<file path="src/rtl/digit_bbox_locator.sv">
// digit_bbox_locator
// Tracks the bounding box and ink-pixel count of a digit inside a fixed
// recognition window. One result is published per frame at the vsync active
// edge, and the outputs then hold until the next publish.
module digit_bbox_locator #(
    parameter logic [10:0] ROI_X0    = 11'd390,
    parameter logic [10:0] ROI_X1    = 11'd890,
    parameter logic [9:0]  ROI_Y0    = 10'd110,
    parameter logic [9:0]  ROI_Y1    = 10'd610,
    parameter logic [17:0] MIN_PIX   = 18'd64,
    parameter logic        VSYNC_POL = 1'b1
) (
    input  logic        clk,
    input  logic        rst,
    input  logic        i_vsync,
    input  logic        i_vde,
    input  logic        i_bit,
    input  logic [10:0] i_setx,
    input  logic [9:0]  i_sety,
    output logic [10:0] o_x_min,
    output logic [10:0] o_x_max,
    output logic [9:0]  o_y_min,
    output logic [9:0]  o_y_max,
    output logic [17:0] o_pix_cnt,
    output logic        o_found,
    output logic        o_valid
);

    typedef enum logic [0:0] {
        S_DISARMED = 1'b0,
        S_ACCUM    = 1'b1
    } state_t;

    localparam logic [17:0] CNT_MAX = 18'h3FFFF;

    state_t      state_q, state_d;
    logic        vs_q;
    logic [10:0] xmin_q, xmin_d, xmax_q, xmax_d;
    logic [9:0]  ymin_q, ymin_d, ymax_q, ymax_d;
    logic [17:0] cnt_q, cnt_d;
    logic [10:0] ox_min_q, ox_min_d, ox_max_q, ox_max_d;
    logic [9:0]  oy_min_q, oy_min_d, oy_max_q, oy_max_d;
    logic [17:0] ocnt_q, ocnt_d;
    logic        found_q, found_d;
    logic        valid_q, valid_d;

    logic        edge_s;
    logic        qual_s;

    // Edge is the first cycle vsync reaches its active level; border pixels never qualify.
    always_comb begin
        edge_s = (i_vsync == VSYNC_POL) && (vs_q != VSYNC_POL);
        qual_s = i_vde && i_bit &&
                 (i_setx > ROI_X0) && (i_setx < ROI_X1) &&
                 (i_sety > ROI_Y0) && (i_sety < ROI_Y1);
    end

    // Next-state: arm on the first edge, then publish-and-clear on every edge and accumulate in between.
    always_comb begin
        state_d  = state_q;
        xmin_d   = xmin_q;
        xmax_d   = xmax_q;
        ymin_d   = ymin_q;
        ymax_d   = ymax_q;
        cnt_d    = cnt_q;
        ox_min_d = ox_min_q;
        ox_max_d = ox_max_q;
        oy_min_d = oy_min_q;
        oy_max_d = oy_max_q;
        ocnt_d   = ocnt_q;
        found_d  = found_q;
        valid_d  = 1'b0;
        case (state_q)
            S_DISARMED: begin
                if (edge_s) begin
                    state_d = S_ACCUM;
                    xmin_d  = 11'h7FF;
                    xmax_d  = 11'd0;
                    ymin_d  = 10'h3FF;
                    ymax_d  = 10'd0;
                    cnt_d   = 18'd0;
                end else begin
                    state_d = S_DISARMED;
                end
            end
            S_ACCUM: begin
                if (edge_s) begin
                    // A pixel arriving in the edge cycle is dropped with the clear.
                    valid_d = 1'b1;
                    ocnt_d  = cnt_q;
                    if (cnt_q >= MIN_PIX) begin
                        found_d  = 1'b1;
                        ox_min_d = xmin_q;
                        ox_max_d = xmax_q;
                        oy_min_d = ymin_q;
                        oy_max_d = ymax_q;
                    end else begin
                        found_d  = 1'b0;
                        ox_min_d = 11'd0;
                        ox_max_d = 11'd0;
                        oy_min_d = 10'd0;
                        oy_max_d = 10'd0;
                    end
                    xmin_d = 11'h7FF;
                    xmax_d = 11'd0;
                    ymin_d = 10'h3FF;
                    ymax_d = 10'd0;
                    cnt_d  = 18'd0;
                end else if (qual_s) begin
                    if (i_setx < xmin_q) begin
                        xmin_d = i_setx;
                    end else begin
                        xmin_d = xmin_q;
                    end
                    if (i_setx > xmax_q) begin
                        xmax_d = i_setx;
                    end else begin
                        xmax_d = xmax_q;
                    end
                    if (i_sety < ymin_q) begin
                        ymin_d = i_sety;
                    end else begin
                        ymin_d = ymin_q;
                    end
                    if (i_sety > ymax_q) begin
                        ymax_d = i_sety;
                    end else begin
                        ymax_d = ymax_q;
                    end
                    if (cnt_q != CNT_MAX) begin
                        cnt_d = cnt_q + 18'd1;
                    end else begin
                        cnt_d = cnt_q;
                    end
                end else begin
                    state_d = S_ACCUM;
                end
            end
            default: begin
                state_d = S_DISARMED;
                xmin_d  = 11'h7FF;
                xmax_d  = 11'd0;
                ymin_d  = 10'h3FF;
                ymax_d  = 10'd0;
                cnt_d   = 18'd0;
            end
        endcase
    end

    // State, vsync history, accumulators and published results.
    always_ff @(posedge clk) begin
        if (rst) begin
            state_q  <= S_DISARMED;
            vs_q     <= VSYNC_POL;   // a vsync already active at reset release is not an edge
            xmin_q   <= 11'h7FF;
            xmax_q   <= 11'd0;
            ymin_q   <= 10'h3FF;
            ymax_q   <= 10'd0;
            cnt_q    <= 18'd0;
            ox_min_q <= 11'd0;
            ox_max_q <= 11'd0;
            oy_min_q <= 10'd0;
            oy_max_q <= 10'd0;
            ocnt_q   <= 18'd0;
            found_q  <= 1'b0;
            valid_q  <= 1'b0;
        end else begin
            state_q  <= state_d;
            vs_q     <= i_vsync;
            xmin_q   <= xmin_d;
            xmax_q   <= xmax_d;
            ymin_q   <= ymin_d;
            ymax_q   <= ymax_d;
            cnt_q    <= cnt_d;
            ox_min_q <= ox_min_d;
            ox_max_q <= ox_max_d;
            oy_min_q <= oy_min_d;
            oy_max_q <= oy_max_d;
            ocnt_q   <= ocnt_d;
            found_q  <= found_d;
            valid_q  <= valid_d;
        end
    end

    assign o_x_min   = ox_min_q;
    assign o_x_max   = ox_max_q;
    assign o_y_min   = oy_min_q;
    assign o_y_max   = oy_max_q;
    assign o_pix_cnt = ocnt_q;
    assign o_found   = found_q;
    assign o_valid   = valid_q;

endmodule

</file>
<file path="config.mk">
export PLATFORM = sky130hd
export DESIGN_NAME = digit_bbox_locator
export DESIGN_NICKNAME = d
export VERILOG_FILES = /design/src/rtl/digit_bbox_locator.sv
export SDC_FILE = /design/constraint.sdc
export NUM_CORES = 1
export LEC_CHECK = 0
export ABC_AREA = 1
export BUFFER_PORTS_ARGS = -buffer_cell sky130_fd_sc_hd__buf_2
export CELL_PAD_IN_SITES_DETAIL_PLACEMENT = 1
export CELL_PAD_IN_SITES_GLOBAL_PLACEMENT = 2
export CORE_MARGIN = 2
export CORE_UTILIZATION = 30
export DETAILED_ROUTE_END_ITERATION = 10
export PLACE_DENSITY_LB_ADDON = 0.1
export SLEW_MARGIN = 5
export SYNTH_ARGS = -nofsm -noshare
export SYNTH_HDL_FRONTEND = slang
export SYNTH_SLANG_ARGS = --single-unit
</file>
<file path="constraint.sdc">
create_clock -name clk -period 2.7 [get_ports clk]
set_input_delay 0 -clock clk [delete_from_list [all_inputs] [get_ports clk]]
set_output_delay 0 -clock clk [all_outputs]
set_load 0.02 [all_outputs]
</file>
==> impl_metrics.toml <==
[global_routing]
antenna_found_initial = 0
grt_max_degree = 74
globalRouteTotalUtil_pct = 20.1
overflow = 0
grt_pass1_vias = 6619
grt_pass1_wl_microns = 35400

[hold_path]
hold_path_depth = 3
hp-class = "input pin to flop"

[timing]
maxSlewViolCount = 0
rsz0062_at_grt = "false"
finalHoldViolCount = 0
fin_tns_setup_ns = 0
period_needed_ns = 2.28
finClkSkew_ns = 0.00892
worst_pin_slew_ns = 0.893
fin_crit_sh_pct = 84.4
slew_headroom_pct = 40.4
whs_ns = 0.0172
final-setup-viol-count = 0
timing.fmax_mhz = 439

[pwr]
peakVddDrop_v = 0.000380
p_leak_nw = 3.47
powerDensity_nw_per_um2 = 634

[cts]
cts_hold_buf = 7
worst_skew_pair.late_latency_ns = 0.43
cts_root_buffer = "clkbuf_16"
htreeDepth = 4
numCtsBuffers = 17
cts_tree = "built"
cts_buffer_depth = 2
clkTransAtPathRegs_ns = 0.06
cts_resized = 0
cts_sinks = 124
cts_setup_buffers = 0

[outcome]
status = "finished clean"

[synth]
synth.avg_cell_area_sq_um = 6.93
netlist_area_sq_um = 6460
ys_types = 31
ys_warn_count = 0
synth_nets = 1000
ys_seq_area_share_pct = 38.4
synth_seq_cells = 124
syn_inst = 932

[floorplan]
core-area_sq_um = 21100
die_w_microns = 151
ios = 88
fp.dieH_microns = 151
initial_core_util_pct = 30.6
num_rows = 53
die_area_sq_um = 22700

[final_layout]
area_delta_synth_final_pct = 22.1
fill_cells = 2696
nets = 1079
layout.cells.non_filler = 1299
layout-drive-gt1-share_pct = 15.1
final_area_sq_um = 7880
diodes = 0

[placed_design]
gp_congestion = 0.775
io_buffers = 87
dpl-instance-area_sq_um = 7160
post-dp-hpwl_microns = 14800
dp.cells = 1260

[critical_path]
max_stage_delay_ns = 0.55
start_kind = "flop"
crit_type = "flop to flop"
crit_required_ns = 3.04
crit_chain = "inv_2, nor2_2, nand2_2, nand2_1, nand2_1, a21oi_1"
slowest_stage = "dfxtp_1"
critPathMaxFanout = 28
crit_top_cell = "nand2_1"
end_kind = "flop"
critPathArrivalTime_ns = 2.62
worstRegToRegCells = 6

[route]
vias = 6343
drt-total-wl_microns = 21700
drc = 0
final_antenna_net_count = 0
drt_first_iter_violations = 285
via_per_inst = 4.88
drtPass1Iterations = 4
wl_per_cell_microns = 16.7

[job]
drv_cap = 0
kinds of logic (layout without fill, tap and decap cells):
group / Yosys count / count (layout) / share of synthesized area (%)
and+or+nand+nor: 464 / 464 / 31.1
AOI/OAI and AO/OA: 155 / 155 / 12.7
buffers and inverters: 143 / 235 / 9.03
DFF: 124 / 124 / 38.4
adders and majority gates: 42 / 42 / 8.14
xor gates and xnor gates: 4 / 4 / 0.543
critical path: cells and delay by family (launching register included):
kind                   cells  cell delay, ns
AO/OA/AOI/OAI              1            0.14
buffers and inverters      1            0.27
flip-flops                 1            0.55
AND/OR/NAND/NOR            4            1.25
cells in the final DEF (no fill, tap or decap), drive strengths merged:
master / n
clkinv: 4
o21a: 1
nand2: 209
o21bai: 2
o21ai: 26
clkbuf: 19
inv: 88
nor3: 7
dfxtp: 124
ha: 42
a21oi: 112
clkinvlp: 4
dlygate4sd3: 7
nor4: 7
o211ai: 12
nand3: 138
bufinv: 5
nand4: 13
and2: 1
xor2: 3
a21boi: 2
xnor2: 1
buf: 108
nor2: 89
worst paths after layout:
kind                    from         end  slack, ns
setup / recovery     state_q   xmax_q[9]       0.42
hold / removal     i_sety[5]   ymin_q[5]       0.02
setup reg to reg     state_q   xmax_q[9]       0.42
hold reg to reg   o_y_min[7]  o_y_min[7]       0.46
layout make-up:
cell class                 count  area, sq um  share of cell area [%]
clock buffer                  19          443                    5.62
clock inverter                13          215                    2.73
inverter                      88          330                    4.19
multi-input combinational    665         3410                    43.2
sequential                   124         2480                    31.5
tap                          275          344                    4.36
timing repair buffer         115          663                    8.41
power by group:
| group | switching, mW | internal [mW] |
|---|---|---|
| Clock | 0.911 | 1.67 |
| Combinational | 0.329 | 0.161 |
| Sequential | 0.0446 | 1.88 |
| Total | 1.28 | 3.71 |
per-layer routing:
layer  vias up  track usage [%]  part of all wire (%)
li1       3234                -                     -
met2        93             34.2                    48
met1      2998             26.1                    48
met4         0             5.84                   1.3
met3        18             3.39                   3.0
met5         -                0                     0
state kept, by name (all words and copies together) (netlist names), 11 cells and up:
name and count:
o_x_min 11, o_x_max 11, xmin_q 11, cnt_q 18, o_pix_cnt 18, xmax_q 11
cell usage after synthesis:
library cell	instances	area (sq um)
a21boi_0	2	15.0
a21oi_1	111	556
a21oi_2	1	8.76
and2_4	1	8.76
buf_1	1	3.75
buf_2	15	75.1
buf_4	1	7.51
buf_6	3	33.8
clkbuf_1	34	128
clkbuf_2	1	5.00
dfxtp_1	124	2480
ha_1	42	526
inv_1	85	319
inv_2	3	11.3
nand2_1	205	769
nand2_2	3	18.8
nand2_4	1	11.3
nand3_1	137	686
nand3_2	1	10.0
nand4_1	13	81.3
nor2_1	86	323
nor2_2	3	18.8
nor3_1	6	30.0
nor3_2	1	10.0
nor4_1	7	43.8
o211ai_1	12	90.1
o21a_1	1	7.51
o21ai_0	26	130
o21bai_1	2	15.0
xnor2_1	1	8.76
xor2_1	3	26.3
stage by stage:
stage | setup WS (ns) | utilization [%] | total power, mW
after floorplan | 0.862 | - | 2.28
after global placement | 0.348 | 33.9 | 2.45
after detailed placement | 0.387 | 33.9 | 2.45
after CTS | 0.372 | 37.4 | 5.08
after global routing | 0.148 | 37.4 | 5.22
final | 0.422 | 37.4 | 5.00
No activity file was read; power rests on OpenSTA's default activity.
